[config.mk]
export PLATFORM = sky130hd
export DESIGN_NAME = table_deal_arbiter_flat
export DESIGN_NICKNAME = d
export VERILOG_FILES = /design/src/rtl/poker_pkg.sv /design/src/rtl/table_deal_arbiter_if.sv /design/src/rtl/rr_arbiter.sv /design/src/rtl/table_deal_arbiter.sv /design/src/flat_wrapper.sv
export SDC_FILE = /design/constraint.sdc
export NUM_CORES = 1
export LEC_CHECK = 0
export BUFFER_PORTS_ARGS = -buffer_cell sky130_fd_sc_hd__buf_2
export CORE_MARGIN = 2
export CORE_UTILIZATION = 58
export DETAILED_ROUTE_END_ITERATION = 16
export GPL_ROUTABILITY_DRIVEN = 0
export GPL_TIMING_DRIVEN = 0
export PLACE_DENSITY_LB_ADDON = 0.12
export SLEW_MARGIN = 10
export SYNTH_ARGS = -nofsm -noshare
export SYNTH_HDL_FRONTEND = slang
export SYNTH_SLANG_ARGS = --single-unit
export TNS_END_PERCENT = 5
[constraint.sdc]
create_clock -name clk -period 6.54 [get_ports clk]
set_clock_uncertainty 0.05 [all_clocks]
set_input_delay 1.635 -clock clk [delete_from_list [all_inputs] [get_ports clk]]
set_output_delay 1.635 -clock clk [all_outputs]
set_load 0.02 [all_outputs]
[src/rtl/poker_pkg.sv]
// poker_pkg
// Shared types for the card-table arbiter: the player command set, the
// 6-bit card encoding, the arbiter FSM states and the fixed index width
// used for player numbers (up to eight players need three bits).
package poker_pkg;

    typedef enum logic [2:0] {
        CMD_NOP   = 3'd0,
        CMD_DEAL  = 3'd1,
        CMD_CHECK = 3'd2,
        CMD_CALL  = 3'd3,
        CMD_RAISE = 3'd4,
        CMD_FOLD  = 3'd5
    } cmd_e;

    typedef logic [5:0] card_t;

    typedef enum logic [1:0] {
        IDLE  = 2'd0,
        GRANT = 2'd1,
        WAIT  = 2'd2,
        ACK   = 2'd3
    } arb_state_e;

    localparam int MAX_PLAYERS = 8;
    localparam int IDX_W       = 3;

endpackage

[src/rtl/table_deal_arbiter_if.sv]
// table_deal_arbiter_if
// Bundles the host table controls, the per-player request/ack bus and the
// dealer request/done bus.
//   slave  : the arbiter side (takes host/player/dealer inputs, drives
//            tbl_game_start, cr_ack/cr_err/cr_card and dl_req/dl_cmd/dl_player)
//   master : the environment side (players, host and dealer)
interface table_deal_arbiter_if #(
    parameter int NUM_PLAYERS = 4
);
    import poker_pkg::*;

    logic                        tbl_start;
    logic                        tbl_end;
    logic                        tbl_game_start;

    logic [NUM_PLAYERS-1:0]      cr_cmdvld;
    logic [NUM_PLAYERS-1:0][2:0] cr_cmd;
    logic [NUM_PLAYERS-1:0]      cr_ack;
    logic                        cr_err;
    card_t                       cr_card;

    logic                        dl_req;
    logic [2:0]                  dl_cmd;
    logic [2:0]                  dl_player;
    logic                        dl_done;
    card_t                       dl_card;

    modport slave (
        input  tbl_start, tbl_end, cr_cmdvld, cr_cmd, dl_done, dl_card,
        output tbl_game_start, cr_ack, cr_err, cr_card, dl_req, dl_cmd, dl_player
    );

    modport master (
        output tbl_start, tbl_end, cr_cmdvld, cr_cmd, dl_done, dl_card,
        input  tbl_game_start, cr_ack, cr_err, cr_card, dl_req, dl_cmd, dl_player
    );

endinterface

[src/rtl/rr_arbiter.sv]
// rr_arbiter
// Combinational round-robin picker: selects the lowest requesting index at
// or after i_ptr, wrapping from NUM_PLAYERS-1 back to 0.
//   i_req   : request vector, one bit per player
//   i_ptr   : round-robin start index (expected < NUM_PLAYERS)
//   o_grant : one-hot grant (all zero when nobody requests)
//   o_idx   : index of the granted player
//   o_valid : at least one request is present
module rr_arbiter
    import poker_pkg::*;
#(
    parameter int NUM_PLAYERS = 4
) (
    input  logic [NUM_PLAYERS-1:0] i_req,
    input  logic [IDX_W-1:0]       i_ptr,
    output logic [NUM_PLAYERS-1:0] o_grant,
    output logic [IDX_W-1:0]       o_idx,
    output logic                   o_valid
);

    logic [MAX_PLAYERS-1:0] w_reqExt;
    logic [MAX_PLAYERS-1:0] w_grantExt;
    logic [IDX_W-1:0]       w_cand;
    int                     w_sum;

    // The scan runs from the farthest candidate back to the pointer, so the
    // last hit is the closest one to the pointer and no "found" flag is
    // needed. Vectors are widened to eight entries so a 3-bit index is
    // always in range.
    always_comb begin
        w_reqExt                  = '0;
        w_reqExt[NUM_PLAYERS-1:0] = i_req;
        w_grantExt                = '0;
        w_cand                    = '0;
        w_sum                     = 0;
        o_idx                     = '0;
        o_valid                   = 1'b0;
        for (int i = NUM_PLAYERS - 1; i >= 0; i--) begin
            w_sum = int'(i_ptr) + i;
            if (w_sum >= NUM_PLAYERS) begin
                w_sum = w_sum - NUM_PLAYERS;
            end
            w_cand = IDX_W'(w_sum);
            if (w_reqExt[w_cand]) begin
                o_idx   = w_cand;
                o_valid = 1'b1;
            end
        end
        w_grantExt[o_idx] = o_valid;
        o_grant           = w_grantExt[NUM_PLAYERS-1:0];
    end

endmodule

[src/rtl/table_deal_arbiter.sv]
// table_deal_arbiter
// Arbitrates poker-player command requests onto a single dealer. A game is
// opened by tbl_start and closed by tbl_end; while open, one requester at a
// time is granted round-robin, its command is forwarded to the dealer and
// the result (card or error) is returned with a one-cycle cr_ack pulse.
// A dealer that stays silent for TIMEOUT wait cycles is abandoned with
// cr_err=1.
//   clk, rst : clock and synchronous active-high reset
//   bus      : table_deal_arbiter_if.slave (host, player and dealer buses)
module table_deal_arbiter
    import poker_pkg::*;
#(
    parameter int NUM_PLAYERS = 4,
    parameter int TIMEOUT     = 15
) (
    input logic                 clk,
    input logic                 rst,
    table_deal_arbiter_if.slave bus
);

    localparam logic [7:0]       LAST_WAIT = 8'(TIMEOUT - 1);
    localparam logic [IDX_W-1:0] LAST_IDX  = IDX_W'(NUM_PLAYERS - 1);

    arb_state_e             r_state;
    arb_state_e             w_nextState;
    logic                   r_gameActive;
    logic [IDX_W-1:0]       r_rrPtr;
    logic [IDX_W-1:0]       r_grantIdx;
    logic [2:0]             r_cmd;
    logic [7:0]             r_waitCnt;
    card_t                  r_card;
    logic                   r_err;

    logic [NUM_PLAYERS-1:0] w_winOneHot;
    logic [IDX_W-1:0]       w_winIdx;
    logic                   w_anyReq;
    logic                   w_grantNow;
    logic                   w_isNop;
    logic                   w_waitExit;
    logic                   w_dlReq;
    logic [2:0]             w_winCmd;
    logic [MAX_PLAYERS-1:0] w_ackExt;

    rr_arbiter #(
        .NUM_PLAYERS(NUM_PLAYERS)
    ) u_rrArbiter (
        .i_req  (bus.cr_cmdvld),
        .i_ptr  (r_rrPtr),
        .o_grant(w_winOneHot),
        .o_idx  (w_winIdx),
        .o_valid(w_anyReq)
    );

    // Command of the winning player, selected with the one-hot grant.
    always_comb begin
        w_winCmd = '0;
        for (int i = 0; i < NUM_PLAYERS; i++) begin
            if (w_winOneHot[i]) begin
                w_winCmd = w_winCmd | bus.cr_cmd[i];
            end
        end
    end

    assign w_grantNow = r_gameActive && w_anyReq;
    assign w_isNop    = (r_cmd == CMD_NOP);
    // dl_done takes priority over the timeout because both lead to ACK and
    // the datapath checks dl_done first.
    assign w_waitExit = bus.dl_done || (r_waitCnt == LAST_WAIT);

    always_ff @(posedge clk) begin
        if (rst) begin
            r_state <= IDLE;
        end else begin
            r_state <= w_nextState;
        end
    end

    // Next state and outputs. Outputs are forced low whenever rst is high so
    // a reset arriving mid-transaction silences the dealer and players at
    // once.
    always_comb begin
        w_nextState        = r_state;
        w_dlReq            = 1'b0;
        w_ackExt           = '0;
        bus.dl_cmd         = '0;
        bus.dl_player      = '0;
        bus.cr_err         = 1'b0;
        bus.cr_card        = '0;
        case (r_state)
            IDLE: begin
                if (w_grantNow) begin
                    w_nextState = GRANT;
                end
            end
            GRANT: begin
                if (w_isNop) begin
                    w_nextState = ACK;
                end else begin
                    w_dlReq     = 1'b1;
                    w_nextState = WAIT;
                end
            end
            WAIT: begin
                w_dlReq = 1'b1;
                if (w_waitExit) begin
                    w_nextState = ACK;
                end
            end
            ACK: begin
                w_ackExt[r_grantIdx] = 1'b1;
                bus.cr_err           = r_err;
                bus.cr_card          = r_card;
                w_nextState          = IDLE;
            end
            default: begin
                w_nextState = IDLE;
            end
        endcase
        if (w_dlReq) begin
            bus.dl_cmd    = r_cmd;
            bus.dl_player = r_grantIdx;
        end
        bus.dl_req         = w_dlReq;
        bus.cr_ack         = w_ackExt[NUM_PLAYERS-1:0];
        bus.tbl_game_start = r_gameActive;
        if (rst) begin
            bus.dl_req         = 1'b0;
            bus.dl_cmd         = '0;
            bus.dl_player      = '0;
            bus.cr_ack         = '0;
            bus.cr_err         = 1'b0;
            bus.cr_card        = '0;
            bus.tbl_game_start = 1'b0;
        end
    end

    // Game flag, latched request, wait counter, result and pointer.
    // The card is cleared in GRANT so that a timeout leaves it at zero.
    always_ff @(posedge clk) begin
        if (rst) begin
            r_gameActive <= 1'b0;
            r_rrPtr      <= '0;
            r_grantIdx   <= '0;
            r_cmd        <= '0;
            r_waitCnt    <= '0;
            r_card       <= '0;
            r_err        <= 1'b0;
        end else begin
            if (bus.tbl_end) begin
                r_gameActive <= 1'b0;
            end else if (bus.tbl_start) begin
                r_gameActive <= 1'b1;
            end
            case (r_state)
                IDLE: begin
                    if (w_grantNow) begin
                        r_grantIdx <= w_winIdx;
                        r_cmd      <= w_winCmd;
                    end
                end
                GRANT: begin
                    r_waitCnt <= '0;
                    r_card    <= '0;
                    r_err     <= w_isNop;
                end
                WAIT: begin
                    r_waitCnt <= r_waitCnt + 8'd1;
                    if (bus.dl_done) begin
                        r_card <= bus.dl_card;
                        r_err  <= 1'b0;
                    end else if (w_waitExit) begin
                        r_err  <= 1'b1;
                    end
                end
                ACK: begin
                    r_rrPtr <= (r_grantIdx == LAST_IDX) ? '0 : r_grantIdx + IDX_W'(1);
                end
                default: begin
                end
            endcase
        end
    end

endmodule

[src/flat_wrapper.sv]
// flat-port wrapper written by rule: the top's interface ports become plain ports
module table_deal_arbiter_flat import poker_pkg::*;
#(
    parameter int NUM_PLAYERS = 4,
    parameter int TIMEOUT     = 15
)
  (clk, rst, bus_tbl_start, bus_tbl_end, bus_cr_cmdvld, bus_cr_cmd, bus_dl_done, bus_dl_card, bus_tbl_game_start, bus_cr_ack, bus_cr_err, bus_cr_card, bus_dl_req, bus_dl_cmd, bus_dl_player);
  table_deal_arbiter_if #(.NUM_PLAYERS(NUM_PLAYERS)) bus_i ();
  input logic clk;
  input logic rst;
  input wire logic [$bits(bus_i.tbl_start)-1:0] bus_tbl_start;
  input wire logic [$bits(bus_i.tbl_end)-1:0] bus_tbl_end;
  input wire logic [$bits(bus_i.cr_cmdvld)-1:0] bus_cr_cmdvld;
  input wire logic [$bits(bus_i.cr_cmd)-1:0] bus_cr_cmd;
  input wire logic [$bits(bus_i.dl_done)-1:0] bus_dl_done;
  input wire logic [$bits(bus_i.dl_card)-1:0] bus_dl_card;
  output wire logic [$bits(bus_i.tbl_game_start)-1:0] bus_tbl_game_start;
  output wire logic [$bits(bus_i.cr_ack)-1:0] bus_cr_ack;
  output wire logic [$bits(bus_i.cr_err)-1:0] bus_cr_err;
  output wire logic [$bits(bus_i.cr_card)-1:0] bus_cr_card;
  output wire logic [$bits(bus_i.dl_req)-1:0] bus_dl_req;
  output wire logic [$bits(bus_i.dl_cmd)-1:0] bus_dl_cmd;
  output wire logic [$bits(bus_i.dl_player)-1:0] bus_dl_player;
  assign bus_i.tbl_start = bus_tbl_start;
  assign bus_i.tbl_end = bus_tbl_end;
  assign bus_i.cr_cmdvld = bus_cr_cmdvld;
  assign bus_i.cr_cmd = bus_cr_cmd;
  assign bus_i.dl_done = bus_dl_done;
  assign bus_i.dl_card = bus_dl_card;
  assign bus_tbl_game_start = bus_i.tbl_game_start;
  assign bus_cr_ack = bus_i.cr_ack;
  assign bus_cr_err = bus_i.cr_err;
  assign bus_cr_card = bus_i.cr_card;
  assign bus_dl_req = bus_i.dl_req;
  assign bus_dl_cmd = bus_i.dl_cmd;
  assign bus_dl_player = bus_i.dl_player;
  table_deal_arbiter #(.NUM_PLAYERS(NUM_PLAYERS), .TIMEOUT(TIMEOUT)) u_core (.clk(clk), .rst(rst), .bus(bus_i));
endmodule
* Word level (Yosys, flattened, before mapping)
Index checks and enable logic that the tools add are counted.
** Storage, ports and cells
- Output and inout port bits :: 19
- Input port bits :: 27
- Logic and storage cells :: 107
- Flip-flop bits (word level) :: 27
** Operators by class
- $lt $le $gt $ge :: 12
- Equality and inequality tests :: 9
- Add/subtract/negate cells :: 9
- Bitwise logic cells :: 4
- Multiplexer cells :: 53
- Reduce and logical (&&, ||, !) cells :: 12
** Operator list (count)
- two-way mux 3 bit :: 17
- less-than comparator 3 x 4 -> 1 bit (second input constant) :: 6
- two-way mux 1 bit :: 18
- two-way mux 6 bit :: 3
- case mux 8 bit (2 select lines) :: 1
- binary-select mux 1 bit (select 3 bit) :: 4
- >= comparator 4 x 3 -> 1 bit (second input constant) :: 3
- case mux 6 bit (2 select lines) :: 1
- subtractor 3 bit (second input constant) :: 4
- OR 3 bit :: 3
- adder 3 x 2 -> 4 bit (second input constant) :: 2
- adder 8 x 1 -> 8 bit (second input constant) :: 1
- == test 8 x 4 -> 1 bit (second input constant) :: 1
- two-way mux 4 bit :: 2
- case mux 2 bit (4 select lines) :: 1
- AND reduction 2 bit :: 4
- demux 1 bit (select 3 bit) :: 2
- >= comparator 3 x 1 -> 1 bit (second input constant) :: 2
- adder 3 x 1 -> 4 bit (second input constant) :: 1
- AND 4 bit :: 1
- == test 2 bit (second input constant) :: 2
- two-way mux 2 bit :: 2
- inequality test 2 x 1 -> 1 bit (second input constant) :: 2
- case mux 1 bit (2 select lines) :: 2
- other kinds (12) :: 14

* Logic depth before layout (Yosys ltp)
- Depth in word-level cells :: 21
- Depth in mapped cells :: 11
- Depth with buffers taken out :: 9

* Hierarchy
From an unflattened synthesis, not the netlist that was laid out.
** Unflattened totals
- Cells, all modules :: 205
- Area, all modules :: 1720.4 µm²
** Modules (own cells, without submodules)
- table_deal_arbiter :: cells an instance 163, instances 1, area each 1380.1 µm², sequential area each 540.5 µm²
- rr_arbiter :: cells an instance 42, instances 1, area each 340.3 µm², sequential area each 0.0 µm²

* Worst setup path before layout
OpenSTA, ideal clock, no wires.
- Path kind :: input port to output port
- Start point :: in rst
- End point :: out bus_dl_cmd[0]
- Path buffers :: 1
- Path slack :: 2047 ps
- Data required time :: 4855 ps
- Cell stages on the path :: 3
- Arrival time :: 2808 ps
- Path through :: clkbuf_1 nor3_1 and2_1
** On the way
- Cells in the longest elaborated chain, start to end :: 1
** Ends and longest elaborated chain
- start, declared :: RTL line flat_wrapper.sv:10 : input logic rst;
- two-way mux 3 bit :: RTL line table_deal_arbiter.sv:126 : if (rst) begin
- end, declared :: RTL line flat_wrapper.sv:22 : output wire logic [$bits(bus_i.dl_cmd)-1:0] bus_dl_cmd;
Every way passes these cells.

* Worst setup path after layout
- Start point :: in rst
- End point :: out bus_dl_player[2]
** On the way
- Cells in the longest elaborated chain, start to end :: 1
** Ends and longest elaborated chain
- two-way mux 3 bit :: RTL line table_deal_arbiter.sv:126
- end, declared :: RTL line flat_wrapper.sv:23 : output wire logic [$bits(bus_i.dl_player)-1:0] bus_dl_player;
Every way passes these cells.

==> qor.txt <==
status -> finished, final reports clean
Power, Total -> 432.9 µW
Worst-path clk slew -> 130 ps
RSZ-0062 raised after global routing -> false
top post-synthesis cells by count -> dfxtp_1, nor2_1, and2_1
HPWL Detailed -> 3244 µm
die area -> 0.003751 mm²
routed wire length per instance -> 12.92 µm
DR DRC count -> 0
Num Clock Sinks -> 27
critical path required time -> 4860 ps
largest net degree at the start of global routing -> 15
ANT nets after route -> 0
H-tree Lvls -> 1
vias after detailed routing -> 1,849
PwrDens -> 196.1 mW/mm²
CP Capture Type -> output port
register area share after synthesis -> 0.2844
PortBufs -> 45
number of global-route vias before repair -> 1,616
Synth Flop Type -> dfxtp_1
n_diodes -> 0
share of layout cells above drive strength 1 -> 0.2349
Fin Setup TNS -> 0 ps
routed wire length -> 4199 µm
number of flops mapped to enable cells by yosys -> 0
VDD IR max -> 0.0001616 V
max-slew violation count -> 0
Max Clock Freq -> 218.4 MHz
worst slew pin tran -> 687.7 ps
mean post-synth cell area -> 8.192 µm²
final setup violating endpoints -> 0
post-CTS setup buffer count -> 0
HP Class -> flop to flop
Core Area -> 0.003078 mm²
Hold WS -> 450.2 ps
Rel. slew slack -> 0.5401
total CTS buffers -> 3
Rows -> 20
Leakage -> 0.9185 nW
hold violation count in the final report -> 0
post_cts resized -> 0
Period minus WS final -> 4580 ps
Mapped Area -> 0.001901 mm²
initial antenna violation count -> 0
first-pass GRT wire length -> 6693 µm
clk root buf -> clkbuf_4
Synth async-reset ratio -> 0
synthesis-stage register bit count -> 27
YS warnings -> 0
clk buf depth -> 2
# Max-Cap Violations -> 0
number of DRC markers in iteration 0 -> 163
PnR worst setup slack -> 1960 ps
Final Util -> 0.7171
leading area contributor after synthesis -> dfxtp_1
CTS tree -> done
net count after synthesis -> 268
Initial Util -> 0.6175
Post-Synthesis Cells -> 232
GRT Total Usage -> 0.2338
CP Class -> primary input to output port
synth top area cells -> dfxtp_1, ha_1, nor2_1, and2_1, mux2i_1
Post-DP Area -> 0.002181 mm²
P&R area growth vs syn -> 16.13%
Tcrit/Tclk final -> 0.7002
synth unique cells -> 53
crit path DAT -> 2890 ps
Die X -> 61.25 µm
Post-Layout Cell Count -> 325
cell count after placement -> 321
highest fanout seen on the critical path -> 10
vias per cell -> 5.689
Die H -> 61.25 µm
Hold Buf Count CTS -> 0
Nets -> 318
Critical Path Start Type -> primary input
most common cell in the netlist -> dfxtp_1
drt pass-1 iters -> 4
Synth top area share -> 0.2844
Place WS -> 1968 ps
grt ovf -> 0
fin area -> 0.002207 mm²
I/O pin total -> 46
clock latency on the worst-skew pair -> 320 ps
placed cells by master, fill, tap and decap left out, types with 2 or more instances in the layout:
| master | n |
|---|---|
| buf_2 | 47 |
| dfxtp_1 | 27 |
| nor2_1 | 24 |
| and2_1 | 14 |
| nand2_1 | 13 |
| inv_1 | 12 |
| a21oi_1 | 11 |
| ha_1 | 9 |
| nand2b_1 | 7 |
| a22oi_1 | 7 |
| mux2i_1 | 7 |
| nor3b_1 | 7 |
| a31oi_1 | 7 |
| clkbuf_1 | 6 |
| nor3_1 | 6 |
| o21ai_0 | 6 |
| a211oi_1 | 6 |
| nand4_1 | 4 |
| o22ai_1 | 4 |
| nand3b_1 | 4 |
| o41ai_1 | 4 |
| xor2_1 | 4 |
| or3_1 | 3 |
| nand3_1 | 3 |
| o2111a_1 | 3 |
| clkbuf_4 | 3 |
| nor2b_1 | 2 |
| nor4_1 | 2 |
| and3_1 | 2 |
| a21o_1 | 2 |
| mux2_2 | 2 |
path summary, 6_finish.rpt:
check	end	start	cells past startpoint	slack, ps
max reg2reg	u_core.r_cmd[1]	u_core.r_rrPtr[0]	10	3700
min	u_core.r_waitCnt[7]	u_core.r_waitCnt[7]	2	450
max	bus_dl_player[2]	rst	5	1960
min reg2reg	u_core.r_waitCnt[7]	u_core.r_waitCnt[7]	2	450
registers in the layout, indices dropped and copies added (netlist names):
signal	cells
u_core.r_card	6
u_core.r_cmd	3
u_core.r_err	1
u_core.r_gameActive	1
u_core.r_grantIdx	3
u_core.r_rrPtr	3
u_core.r_state	2
u_core.r_waitCnt	8
worst max-delay path, cell delays in order:
cell and delay (ps):
buf_2 110, clkbuf_1 210, clkbuf_1 300, nor4_1 400, buf_2 240
layer usage:
metal | wire (µm) | global-route usage | part of all wire | vias up
met4 | 42 | 0.08075 | 0.010 | 0
met2 | 2086 | 0.4271 | 0.50 | 52
met1 | 1922 | 0.2853 | 0.46 | 853
li1 | - | - | - | 939
met5 | 0 | 0 | 0 | -
met3 | 148 | 0.02101 | 0.035 | 5
where the power goes:
part           total, mW  switching [mW]  leakage [nW]  internal, mW
Sequential         0.190          0.0114         0.218         0.178
Clock             0.0716          0.0477        0.0150        0.0239
Combinational      0.171           0.106         0.685        0.0654
cells by family after synthesis:
family	after synthesis	synth area share
xor+xnor	4	0.01843
buf+inv	23	0.05266
flops	27	0.2844
fa+ha+maj	9	0.05925
simple gates	98	0.2824
mux	11	0.06385
compound gates	60	0.2390
cell type report:
cell class,count,area [µm²]
Multi-Input combinational cell,182,1260
Fill cell,279,870.8
Sequential cell,27,540.5
Timing Repair Buffer,45,225.2
Tap cell,44,55.05
Buffer,10,51.30
Inverter,13,48.80
Clock buffer,4,26.28
Power figures use the tool's default switching activity.
